`src/rtl/ref_row_fetcher.sv`:
```
// Fetches a 15x15 reference window as 120-bit rows (two 64-bit words per row) into a small FIFO.
// Optional stall counter built only when REF_FETCH_STALL_CNT_EN is defined; otherwise stall_cnt is 0.
module ref_row_fetcher #(
    parameter int PIXEL_W    = 8,
    parameter int ROW_PIXELS = 15,
    parameter int NUM_ROWS   = 15,
    parameter int FIFO_DEPTH = 4,
    parameter int ADDR_W     = 16
) (
    input  logic                          clk,
    input  logic                          rst,
    input  logic                          start,
    input  logic [ADDR_W-1:0]             base_addr,
    input  logic [ADDR_W-1:0]             stride,
    output logic                          busy,
    output logic                          done,
    output logic                          mem_rd_en,
    output logic [ADDR_W-1:0]             mem_addr,
    input  logic [63:0]                   mem_rd_data,
    output logic [PIXEL_W*ROW_PIXELS-1:0] in_row,
    output logic                          row_valid,
    input  logic                          row_ready,
    output logic [15:0]                   stall_cnt
);

    localparam int ROW_W = PIXEL_W * ROW_PIXELS;
    localparam int PTR_W = $clog2(FIFO_DEPTH);
    localparam int CNT_W = PTR_W + 1;
    localparam int IDX_W = $clog2(NUM_ROWS + 1);

    // state    | meaning
    // IDLE     | waiting for start
    // FETCH_LO | lo word of current row on the bus (or waiting for FIFO space)
    // FETCH_HI | hi word of current row on the bus
    // DRAIN    | all reads issued, waiting for FIFO to empty
    // DONE     | one-cycle completion pulse
    typedef enum logic [2:0] {IDLE, FETCH_LO, FETCH_HI, DRAIN, DONE} state_t;

    state_t             state, state_nx;
    logic [IDX_W-1:0]   row_idx, row_idx_nx;
    logic [ADDR_W-1:0]  row_addr, row_addr_nx;
    logic [ADDR_W-1:0]  stride_q, stride_nx;
    logic [ADDR_W-1:0]  mem_addr_nx;
    logic               rd_en_nx, rd_hi, rd_hi_nx;
    logic               reserve;
    logic [CNT_W-1:0]   pending;
    logic [CNT_W-1:0]   fifo_count;
    logic               space_ok, push, pop;
    logic               lo_vld, hi_vld;
    logic [63:0]        lo_word;
    logic [ROW_W-1:0]   fifo_mem [FIFO_DEPTH];
    logic [PTR_W-1:0]   wr_ptr, rd_ptr;
    logic               unused_hi_byte;

    assign unused_hi_byte = ^mem_rd_data[63:ROW_W-64];

    // pending counts rows whose lo read is committed but not yet pushed, so the
    // FIFO can never overflow even though the read decision is made a cycle early
    assign space_ok  = (fifo_count + pending) < CNT_W'(FIFO_DEPTH);
    assign push      = hi_vld;
    assign pop       = row_valid && row_ready;
    assign row_valid = (fifo_count != '0);
    assign in_row    = row_valid ? fifo_mem[rd_ptr] : '0;
    assign busy      = (state != IDLE);
    assign done      = (state == DONE);

    always_comb begin
        state_nx    = state;
        row_idx_nx  = row_idx;
        row_addr_nx = row_addr;
        stride_nx   = stride_q;
        mem_addr_nx = mem_addr;
        rd_en_nx    = 1'b0;
        rd_hi_nx    = 1'b0;
        reserve     = 1'b0;
        case (state)
            IDLE: begin
                if (start) begin
                    state_nx    = FETCH_LO;
                    row_idx_nx  = '0;
                    row_addr_nx = base_addr;
                    stride_nx   = stride;
                    if (space_ok) begin
                        rd_en_nx    = 1'b1;
                        mem_addr_nx = base_addr;
                        reserve     = 1'b1;
                    end
                end
            end
            FETCH_LO: begin
                if (mem_rd_en) begin
                    state_nx    = FETCH_HI;
                    rd_en_nx    = 1'b1;
                    rd_hi_nx    = 1'b1;
                    mem_addr_nx = row_addr + ADDR_W'(1);
                end else if (space_ok) begin
                    rd_en_nx    = 1'b1;
                    mem_addr_nx = row_addr;
                    reserve     = 1'b1;
                end
            end
            FETCH_HI: begin
                row_idx_nx  = row_idx + IDX_W'(1);
                row_addr_nx = row_addr + stride_q;
                if (row_idx == IDX_W'(NUM_ROWS - 1)) begin
                    state_nx = DRAIN;
                end else begin
                    state_nx = FETCH_LO;
                    if (space_ok) begin
                        rd_en_nx    = 1'b1;
                        mem_addr_nx = row_addr + stride_q;
                        reserve     = 1'b1;
                    end
                end
            end
            DRAIN: begin
                if (pending == '0 &&
                    (fifo_count == '0 || (fifo_count == CNT_W'(1) && pop)))
                    state_nx = DONE;
            end
            DONE:    state_nx = IDLE;
            default: state_nx = IDLE;
        endcase
    end

    always_ff @(posedge clk or negedge rst) begin
        if (!rst) begin
            state     <= IDLE;
            row_idx   <= '0;
            row_addr  <= '0;
            stride_q  <= '0;
            mem_rd_en <= 1'b0;
            mem_addr  <= '0;
            rd_hi     <= 1'b0;
            pending   <= '0;
            lo_vld    <= 1'b0;
            hi_vld    <= 1'b0;
            lo_word   <= '0;
        end else begin
            state     <= state_nx;
            row_idx   <= row_idx_nx;
            row_addr  <= row_addr_nx;
            stride_q  <= stride_nx;
            mem_rd_en <= rd_en_nx;
            mem_addr  <= mem_addr_nx;
            rd_hi     <= rd_hi_nx;
            lo_vld    <= mem_rd_en && !rd_hi;
            hi_vld    <= mem_rd_en && rd_hi;
            if (lo_vld)
                lo_word <= mem_rd_data;
            case ({reserve, push})
                2'b10:   pending <= pending + CNT_W'(1);
                2'b01:   pending <= pending - CNT_W'(1);
                default: pending <= pending;
            endcase
        end
    end

    always_ff @(posedge clk or negedge rst) begin
        if (!rst) begin
            wr_ptr     <= '0;
            rd_ptr     <= '0;
            fifo_count <= '0;
        end else begin
            if (push)
                wr_ptr <= wr_ptr + PTR_W'(1);
            if (pop)
                rd_ptr <= rd_ptr + PTR_W'(1);
            case ({push, pop})
                2'b10:   fifo_count <= fifo_count + CNT_W'(1);
                2'b01:   fifo_count <= fifo_count - CNT_W'(1);
                default: fifo_count <= fifo_count;
            endcase
        end
    end

    always_ff @(posedge clk) begin
        if (push)
            fifo_mem[wr_ptr] <= {mem_rd_data[ROW_W-65:0], lo_word};
    end

`ifdef REF_FETCH_STALL_CNT_EN
    always_ff @(posedge clk or negedge rst) begin
        if (!rst)
            stall_cnt <= '0;
        else if (state == IDLE && start)
            stall_cnt <= '0;
        else if (row_valid && !row_ready && stall_cnt != 16'hFFFF)
            stall_cnt <= stall_cnt + 16'd1;
    end
`else
    assign stall_cnt = '0;
`endif

endmodule

```
`config.mk`:
```
export PLATFORM = sky130hd
export DESIGN_NAME = ref_row_fetcher
export DESIGN_NICKNAME = d
export VERILOG_FILES = /design/src/rtl/ref_row_fetcher.sv
export SDC_FILE = /design/constraint.sdc
export NUM_CORES = 1
export LEC_CHECK = 0
export ABC_AREA = 1
export CORE_UTILIZATION = 40
export CTS_BUF_LIST = sky130_fd_sc_hd__clkbuf_2 sky130_fd_sc_hd__clkbuf_4 sky130_fd_sc_hd__clkbuf_8
export CTS_CLUSTER_DIAMETER = 120
export DETAILED_ROUTE_END_ITERATION = 7
export SLEW_MARGIN = 20
export SYNTH_ARGS = -nofsm -noshare
export SYNTH_HDL_FRONTEND = slang
export SYNTH_SLANG_ARGS = --single-unit
```
`constraint.sdc`:
```
create_clock -name clk -period 10.95 [get_ports clk]
set_clock_uncertainty 0.15 [all_clocks]
set_input_delay 2.7375 -clock clk [delete_from_list [all_inputs] [get_ports clk]]
set_output_delay 2.7375 -clock clk [all_outputs]
set_load 0.01 [all_outputs]
```
==> results.md, run 1 <==
* Filler cells at 5581
* #FFs+latches synth at roughly 610
* Max clock buf depth at 3
* CP Launch Type: register
* DR iter-0 viols at 1048
* Synth top area share at a little under three fifths
* Cell taking the most area after synthesis: edfxtp_1
* Multi-input gate area at 0.00697 mm²
* Synth unique cells at 46
* Final period util at between 60% and 70%
* Status: completed
* Seq/Total Area, Yosys at between 60% and 70%
* Minimum period implied by the final worst setup slack at approximately 7.0 ns
* CP required at 8.06 ns
* Critical path type: register to output port
* GRT Resource Usage Total at 19.6%
* Pwr dens at 300 mW/mm²
* Worst Reg-to-Reg Cells at 5
* Hold-critical path endpoint: lo_vld$_DFF_PN0_
* Slew @ Worst Pin at ~1.1 ns
* FF+latch area at 0.0178 mm²
* DR DRC count at 0
* CTS H-tree depth at 3
* Post-DP HPWL at between 30 and 40 mm
* RSZ-0062 raised after global routing: false
* Post-route ant nets at 0
* Initial Util at 40.5%
* Final Core Density at 48.7%
* WL final at 63.5 mm
* Rel. slew slack at 28.5%
* Core area at 0.0632 mm²
* Crit-path max FO at 67
* Critical path origin: rd_ptr[1]$_DFFE_PN0P_
* CTS Buf Count at 103
* Max stage delay on crit path at 0.98 ns
* FF-to-FF setup slack at approximately 8.2 ns
* Hold Crit Class: register to register
* Number of standard cells after synthesis at 2233
* Overall power at 9.23 mW
* Peak supply drop at ~0.12 mV
* Reg2Reg Launch Point: wr_ptr[1]$_DFFE_PN0P_
* Max-slew violations at 0
* Post-CTS sizing at 0
* Static Leak at 11.4 nW
* Final setup fails at 0
* Clk_lat worst skew at 0.69 ns
* DR vias/cell at approximately 5
* Critical path endpoint category: output port
* Hold Path Depth at 1
* FMAX at 143 MHz
* Num Clock Sinks at 613
* Nets at 2609
* Final Hold Fails at 0
* Overall die area at 0.0651 mm²
* Critical path, cell by cell: inv_4 -> buf_4 -> nor2_1 -> o21ai_0 -> a21oi_1 -> clkdlybuf4s50_1
* Grt ovf at 0
* Max_cap viols at 0
* Fraction of layout cells with a size suffix above 1 at 11.6%
* Hold_sp: rd_hi$_DFF_PN0_
* Most area-consuming cells after synthesis: edfxtp_1, dfrtp_1, nor2_1
* First-pass GRT wire length at 97.0 mm
* Area growth syn-to-layout at 20.2%
* Vias at 17.1k
* RePlAce Congestion at 0.834
* Hold-fix buffers, CTS at 0
* Clk slew on worst S/H paths at 0.06 ns
* Initial antenna violation count at 8
* Routed len/inst at 18.6 µm
* PortBufs at 239
* Placed cell area at about 0.029 mm²
* Setup TNS at 0 ns
* Die width at 255 µm
* Site row count at around 90
* Finished Cell Area at 0.0308 mm²
* Worst r2r dst: fifo_mem[1][105]$_DFFE_PP_
* Synth warnings at 0
* CTS tree: built
* Die height at 255 µm
* Detailed Routing Iterations Pass 1 at 5
* CTS Root Cell: clkbuf_8
* Post-CTS Setup Bufs at 0
* Slowest cell on crit path: dfrtp_4
* Synth Cell Area at 0.0256 mm²
* Largest net degree at the start of global routing at 124
* Worst path arrival time at roughly 4.1 ns
* Syn avg cell area at about 11 µm²
* Vias in the first global route at 16.9k
* IO Pins at ~260
[sequential cells by signal, summed over array words and instances, names as in the netlist]
| signal | cells |
|---|---|
| fifo_count | 3 |
| fifo_mem | 480 |
| hi_vld | 1 |
| lo_vld | 1 |
| lo_word | 64 |
| mem_addr | 16 |
| mem_rd_en | 1 |
| pending | 3 |
| rd_hi | 1 |
| rd_ptr | 2 |
| row_addr | 16 |
| row_idx | 4 |
| state | 3 |
| stride_q | 16 |
| wr_ptr | 2 |
[worst max-delay path by stage]
stage	endpoint	depth (start not counted)
global route	in_row[93]	6
finish	in_row[98]	6
global placement	in_row[24]	5
CTS	in_row[30]	5
floorplan	pending[2]$_DFFE_PN0P_	10
detailed placement	in_row[30]	5
[layer usage]
metal / routed length [µm] / global-route usage, % / part of all wire, % / vias up
li1: - / - / - / 8160
met1: 27700 / 25.4 / 44 / 8327
met2: 30500 / 32.4 / 48 / 507
met3: 3700 / 4.16 / 5.8 / 106
met4: 1520 / 7.19 / 2.4 / 14
met5: 96 / 0 / 0.15 / -
[metrics by stage]
stage	hold WS [ns]	setup WS, ns	std cells
after global routing	0.305	3.67	3414
after CTS	0.280	3.52	3412
after floorplan	0.254	6.49	2248
after global placement	0.257	4.40	3218
final	0.272	3.98	3414
after detailed placement	0.276	4.32	3218
[layout make-up]
type | instances | area share [%]
Antenna cell | 1 | 0.00813
Multi-Input combinational cell | 1416 | 22.6
Sequential cell | 613 | 57.7
Tap cell | 846 | 3.44
Inverter | 90 | 1.19
Clock inverter | 35 | 0.752
Clock buffer | 159 | 6.09
Timing Repair Buffer | 254 | 8.21
[power by group]
| group | total, mW | switching [mW] | leakage, nW | internal [mW] |
|---|---|---|---|---|
| sequential | 3.44 | 0.407 | 5.90 | 3.03 |
| clock | 2.04 | 0.903 | 1.11 | 1.14 |
| combinational | 3.75 | 2.18 | 4.38 | 1.58 |
| total | 9.23 | 3.49 | 11.4 | 5.75 |
[placed cells by master (no fill, tap or decap), types with 3 or more instances in the layout]
master and instances:
clkinv_1 21, nor2_2 6, clkbuf_8 109, inv_1 76, a31oi_1 3, a21oi_1 136, nand2_1 258, o21ai_1 4
o21ai_0 264, nand2_2 4, and2_1 3, mux2_2 64, clkdlybuf4s50_1 238, ha_1 29, a22oi_1 5, edfxtp_1 480
or2_2 3, buf_4 14, clkbuf_4 50, nor2_1 516, clkinvlp_4 4, nand3_1 53, dfrtp_4 3, nor2_4 4
xnor2_1 4, dfrtp_1 130, conb_1 16, nand3_2 3, nand4_1 5, inv_2 7, nor3_1 5, inv_6 8
xor2_1 11, clkinv_2 4
[logic make-up after synthesis]
| family | count (synthesis) | synth area share, % |
|---|---|---|
| DFF | 613 | 69.2 |
| and+or+nand+nor | 867 | 13.6 |
| other | 1 | 0.0146 |
| AOI/OAI and AO/OA | 423 | 8.47 |
| adders and majority gates | 31 | 1.57 |
| muxes | 64 | 2.81 |
| xor gates and xnor gates | 15 | 0.513 |
| buffers and inverters | 219 | 3.80 |
[worst max-delay path, delay by kind of cell (launching register included)]
| kind | cells | cell delay, ns |
|---|---|---|
| AO/OA/AOI/OAI | 2 | 0.49 |
| AND/OR/NAND/NOR | 1 | 0.20 |
| buffers and inverters | 3 | 1.66 |
| flip-flops | 1 | 0.98 |
[synth_stat cells (all sizes together)]
master,instances
a21oi,138
buf,74
nand3,57
clkbuf,55
and2,3
xor2,11
o2111ai,1
a31oi,3
dfrtp,133
nand4,6
o21ai,268
or2,3
mux2,64
ha,29
o211ai,2
a2bb2oi,1
fa,2
inv,90
xnor2,4
edfxtp,480
nor4,1
nand2,263
conb,1
nor2,527
a22oi,5
nand3b,2
o21a,2
a21boi,3
nor3,5
No activity file was read; power rests on OpenSTA's default activity.
==> run 2: changes to the inputs <==
==> constraint.sdc (replaced) <==
create_clock -name clk -period 6.4 [get_ports clk]
set_clock_uncertainty 0.15 [all_clocks]
set_input_delay 1.6 -clock clk [delete_from_list [all_inputs] [get_ports clk]]
set_output_delay 1.6 -clock clk [all_outputs]
set_load 0.01 [all_outputs]
==> results.md, run 2 (synthesized netlist as in run 1, its figures left out) <==
* PortBufs at 239
* Post-DP HPWL at ~37 mm
* Most frequent cells in the layout: nor2_1, edfxtp_1, o21ai_0
* Largest regs: fifo_mem: 480 flops, lo_word: 64 flops
* Fraction of layout cells with a size suffix above 1 at around an eighth
* Filler cells at 5571
* Nets at 2609
* GRT Resource Usage Total at ~20%
* CP required at 4.65 ns
* Commonest non-fill, non-tap cell in the layout: nor2_1
* Max_cap viols at 0
* Hold-fix buffers, CTS at 0
* CP Launch Type: register
* Final setup fails at 0
* Die width at around 260 µm
* Sequential power share at 36.4%
* Initial Util at 40.5%
* Switching Fraction at 37.6%
* CTS H-tree depth at 3
* Overall die area at 0.0651 mm²
* M1 GR Usage at roughly 25%
* CTS Buf Count at 100
* Clk slew on worst S/H paths at 0.05 ns
* Num Clock Sinks at 613
* Post-CTS Setup Bufs at 0
* Met2 GRT Util at between 30% and 40%
* Static Leak at 11.4 nW
* Site row count at 92
* CTS tree: built
* Post-route ant nets at 0
* Slowest cell on crit path: dfrtp_4
* Bufs and invs on worst path at 3
* Family with the most delay on the worst path: buffers and inverters
* FMAX at 181 MHz
* Largest net degree at the start of global routing at 164
* Max clock buf depth at 3
* FF+latch area at 0.0178 mm²
* Multi-input gate area at between 0.006 and 0.007 mm²
* Pwr dens at slightly above 500 mW/mm²
* Clk_lat worst skew at 0.70 ns
* Grt ovf at 0
* Critical path type: register to output port
* Finished Cell Area at slightly above 0.03 mm²
* Detailed Routing Iterations Pass 1 at 5
* Crit-path max FO at 85
* Max-slew violations at 0
* Switching pwr at 5.97 mW
* Grt met3 use at 4.66%
* Biggest register: fifo_mem
* Core area at 0.0632 mm²
* Final Hold Fails at 0
* Minimum period implied by the final worst setup slack at 5.53 ns
* Final period util at 86.5%
* WL final at approximately 64 mm
* RePlAce Congestion at 0.847
* RSZ-0062 raised after global routing: false
* DR iter-0 viols at ~1.1k
* Max stage delay on crit path at 0.82 ns
* DR vias/cell at 5.03
* Peak supply drop at between 0.2 and 0.25 mV
* Critical path, cell by cell: inv_6 -> buf_4 -> o21ai_0 -> a21oi_1 -> clkdlybuf4s50_1
* Worst path arrival time at 3.78 ns
* Max reg flops at 480
* Setup TNS at 0 ns
* CTS Root Cell: clkbuf_8
* Initial antenna violation count at 8
* Logic gate share of total power at 41.2%
* Vias in the first global route at roughly 17k
* Die height at around 260 µm
* Clk pwr share at 22.4%
* Status: completed
* Internal power at 9.92 mW
* IO Pins at 256
* Post-CTS sizing at 0
* Hold Crit Class: register to register
* Critical path endpoint category: output port
* Vias at 17.2k
* First-pass GRT wire length at 96.9 mm
* Area growth syn-to-layout at 20.4%
* Routed len/inst at approximately 19 µm
* Slew @ Worst Pin at roughly 1.0 ns
* Gr busiest metal: met2
* DR DRC count at 0
* Placed cell area at 0.0287 mm²
* Rel. slew slack at between 30% and 40%
-- run 2: final cells by class --
type                    instances  share of cell area, %
repair buffers                257                   8.28
diodes                          1                0.00811
clock inverters                20                  0.422
clock buffers                 168                   6.52
inverters                      90                   1.20
well taps                     846                   3.43
flip-flops and latches        613                   57.5
multi-input cells            1416                   22.6
-- run 2: power groups by stage --
| stage | logic, mW | registers (mW) | clock network (mW) |
|---|---|---|---|
| after floorplan | 3.99 | 5.62 | 0 |
| after global placement | 6.52 | 5.81 | 0 |
| after detailed placement | 6.60 | 5.86 | 0 |
| after CTS | 6.64 | 5.78 | 3.64 |
| after global routing | 7.27 | 5.88 | 3.81 |
| final | 6.55 | 5.78 | 3.56 |
-- run 2: metal layers --
| metal | vias to the layer above | routed length, µm |
|---|---|---|
| met3 | 99 | 4140 |
| li1 | 8165 | - |
| met4 | 14 | 1300 |
| met5 | - | 98 |
| met1 | 8397 | 27400 |
| met2 | 497 | 30600 |
-- run 2: stage by stage --
| step | hold slack (ns) | power [mW] | cells | util [%] | setup WS [ns] |
|---|---|---|---|---|---|
| CTS | 0.273 | 16.1 | 3410 | 48.8 | 0.726 |
| floorplan | 0.254 | 9.61 | 2248 | - | 2.78 |
| detailed placement | 0.265 | 12.5 | 3222 | 45.4 | 1.50 |
| global route | 0.281 | 17.0 | 3411 | 48.8 | 0.572 |
| finish | 0.270 | 15.9 | 3411 | 48.8 | 0.867 |
| global placement | 0.259 | 12.3 | 3222 | 45.4 | 1.55 |
-- run 2: final timing paths --
path                                        from  depth (start not counted)                   endpoint  slack, ns
setup / recovery           rd_ptr[0]$_DFFE_PN0P_                          5                 in_row[63]       0.87
hold / removal                   rd_hi$_DFF_PN0_                          1           lo_vld$_DFF_PN0_       0.27
setup reg to reg           wr_ptr[1]$_DFFE_PN0P_                          5  fifo_mem[1][49]$_DFFE_PP_       3.54
hold reg to reg                  rd_hi$_DFF_PN0_                          1           lo_vld$_DFF_PN0_       0.27
min in group asynchronous                    rst                          1    lo_word[39]$_DFFE_PN0P_       0.73
max in group asynchronous                    rst                          2    lo_word[37]$_DFFE_PN0P_       4.17
==> run 3: changes to the inputs <==
--- a/config.mk
+++ b/config.mk
@@ -7,7 +7,7 @@
 export LEC_CHECK = 0
 export ABC_AREA = 1
 export CORE_UTILIZATION = 40
-export CTS_BUF_LIST = sky130_fd_sc_hd__clkbuf_2 sky130_fd_sc_hd__clkbuf_4 sky130_fd_sc_hd__clkbuf_8
+export CTS_BUF_LIST = sky130_fd_sc_hd__clkbuf_8 sky130_fd_sc_hd__clkbuf_16
 export CTS_CLUSTER_DIAMETER = 120
 export DETAILED_ROUTE_END_ITERATION = 7
 export SLEW_MARGIN = 20
==> constraint.sdc (replaced) <==
create_clock -name clk -period 5.6 [get_ports clk]
set_clock_uncertainty 0.15 [all_clocks]
set_input_delay 1.4 -clock clk [delete_from_list [all_inputs] [get_ports clk]]
set_output_delay 1.4 -clock clk [all_outputs]
set_load 0.01 [all_outputs]
==> results.md, run 3 (synthesized netlist as in run 1, its figures left out) <==
* Max reg flops at 480
* DR vias/cell at 5.04
* Bufs and invs on worst path at 3
* Post-CTS Setup Bufs at 0
* Post-DP HPWL at 36.0 mm
* Max stage delay on crit path at 0.88 ns
* Slew @ Worst Pin at around 1.0 ns
* Sequential power share at 36.9%
* Most frequent cells in the layout: nor2_1, edfxtp_1, o21ai_0
* GRT Resource Usage Total at 19.0%
* Final period util at 90.5%
* Vias at 16.8k
* Site row count at slightly above 90
* Rel. slew slack at a little under a third
* Filler cells at about 5.5k
* Final Hold Fails at 0
* Clk_lat worst skew at 0.62 ns
* Logic gate share of total power at between 40% and 50%
* Vias in the first global route at 16.4k
* Die height at 255 µm
* Detailed Routing Iterations Pass 1 at 6
* CTS tree: built
* Switching Fraction at 37.5%
* FF+latch area at 0.0178 mm²
* CTS Root Cell: clkbuf_16
* Nets at 2571
* Overall die area at 0.0651 mm²
* CTS Buf Count at 61
* Area growth syn-to-layout at 19.7%
* Status: completed
* Hold Crit Class: register to register
* First-pass GRT wire length at around 95 mm
* Commonest non-fill, non-tap cell in the layout: nor2_1
* Max_cap viols at 0
* Family with the most delay on the worst path: buffers and inverters
* Largest net degree at the start of global routing at 243
* Peak supply drop at 0.338 mV
* DR iter-0 viols at 1137
* CP Launch Type: register
* Setup TNS at 0 ns
* Static Leak at 11.3 nW
* FMAX at 197 MHz
* Fraction of layout cells with a size suffix above 1 at 8.55%
* Final Core Density at between 40 and 50%
* Post-route ant nets at 0
* CP required at 4.05 ns
* Internal power at 11.2 mW
* Initial Util at 40.5%
* Biggest register: fifo_mem
* Critical path endpoint category: output port
* Routed len/inst at 18.5 µm
* Pwr dens at 586 mW/mm²
* WHS at 0.272 ns
* Switching pwr at 6.74 mW
* DR DRC count at 0
* IO Pins at 256
* CTS H-tree depth at 2
* RePlAce Congestion at 0.828
* Slowest cell on crit path: dfrtp_4
* Grt ovf at 0
* Minimum period implied by the final worst setup slack at 5.07 ns
* Die width at 255 µm
* Max-slew violations at 0
* Crit-path max FO at 73
* WL final at 61.9 mm
* Clk slew on worst S/H paths at ~0.060 ns
* Initial antenna violation count at 10
* PortBufs at 239
* Core area at 0.0632 mm²
* Num Clock Sinks at 613
* Critical path type: register to output port
* Critical path, cell by cell: inv_4 -> buf_4 -> nor2_1 -> o21ai_0 -> a21oi_1 -> clkdlybuf4s50_1
* Worst path arrival time at ~3.5 ns
* Hold-fix buffers, CTS at 0
* Largest regs: fifo_mem: 480 flops, lo_word: 64 flops
* Post-CTS sizing at 0
* Max clock buf depth at 3
* Multi-input gate area at 0.00697 mm²
* Clk pwr share at ~22%
* RSZ-0062 raised after global routing: false
* Final setup fails at 0
## run 3: changes by cell type in the layout (fill, tap and decap cells not counted), moves of 2 or more
cell / previous run / this run
clkinvlp_4: 2 / 0
bufinv_16: 1 / 3
clkbuf_16: 0 / 62
clkbuf_8: 120 / 4
inv_1: 76 / 97
clkbuf_4: 48 / 0
clkinv_2: 7 / 12
## run 3: metrics by stage
step | instance area [µm²] | power [mW] | setup WS [ns] | instances
final | 30700 | 18.0 | 0.530 | 3340
after CTS | 30600 | 18.2 | 0.414 | 3337
after global placement | 28700 | 14.1 | 1.12 | 3222
after floorplan | 25700 | 11.0 | 1.98 | 2248
after detailed placement | 28700 | 14.2 | 1.09 | 3222
after global routing | 30700 | 19.2 | 0.282 | 3340
## run 3: final cells by class
| type | instances | share of cell area, % |
|---|---|---|
| tap | 846 | 3.45 |
| multi-input combinational | 1416 | 22.7 |
| sequential | 613 | 57.9 |
| inverter | 90 | 1.20 |
| antenna | 2 | 0.0163 |
| clock inverter | 49 | 1.03 |
| clock buffer | 66 | 5.24 |
| timing repair buffer | 258 | 8.46 |
## run 3: power by group through the flow
stage / Clock (mW) / Sequential, mW / Combinational [mW]
final: 3.90 / 6.63 / 7.46
after global routing: 4.17 / 6.73 / 8.30
after CTS: 3.99 / 6.63 / 7.54
after detailed placement: 0 / 6.72 / 7.49
after global placement: 0 / 6.67 / 7.39
after floorplan: 0 / 6.43 / 4.56
## run 3: path summary, 6_finish.rpt
kind	depth (start not counted)	endpoint	startpoint	slack [ns]
worst min-delay path	1	lo_vld$_DFF_PN0_	rd_hi$_DFF_PN0_	0.27
worst max-delay path	6	in_row[45]	rd_ptr[1]$_DFFE_PN0P_	0.53
max in group asynchronous	2	mem_addr[3]$_DFFE_PN0P_	rst	3.45
min in group asynchronous	1	lo_word[37]$_DFFE_PN0P_	rst	0.70
worst min register to register	1	lo_vld$_DFF_PN0_	rd_hi$_DFF_PN0_	0.27
worst max register to register	11	fifo_count[2]$_DFFE_PN0P_	fifo_count[0]$_DFFE_PN0P_	2.66
## run 3: metal layers
| layer | wire [µm] | part of all wire (%) | vias to the layer above | GRT usage (%) |
|---|---|---|---|---|
| met5 | 101 | 0.16 | - | 0 |
| met4 | 1310 | 2.1 | 16 | 5.22 |
| met3 | 3660 | 5.9 | 110 | 3.99 |
| met2 | 29800 | 48 | 437 | 31.3 |
| met1 | 27000 | 44 | 8217 | 25.4 |
| li1 | - | - | 8067 | - |
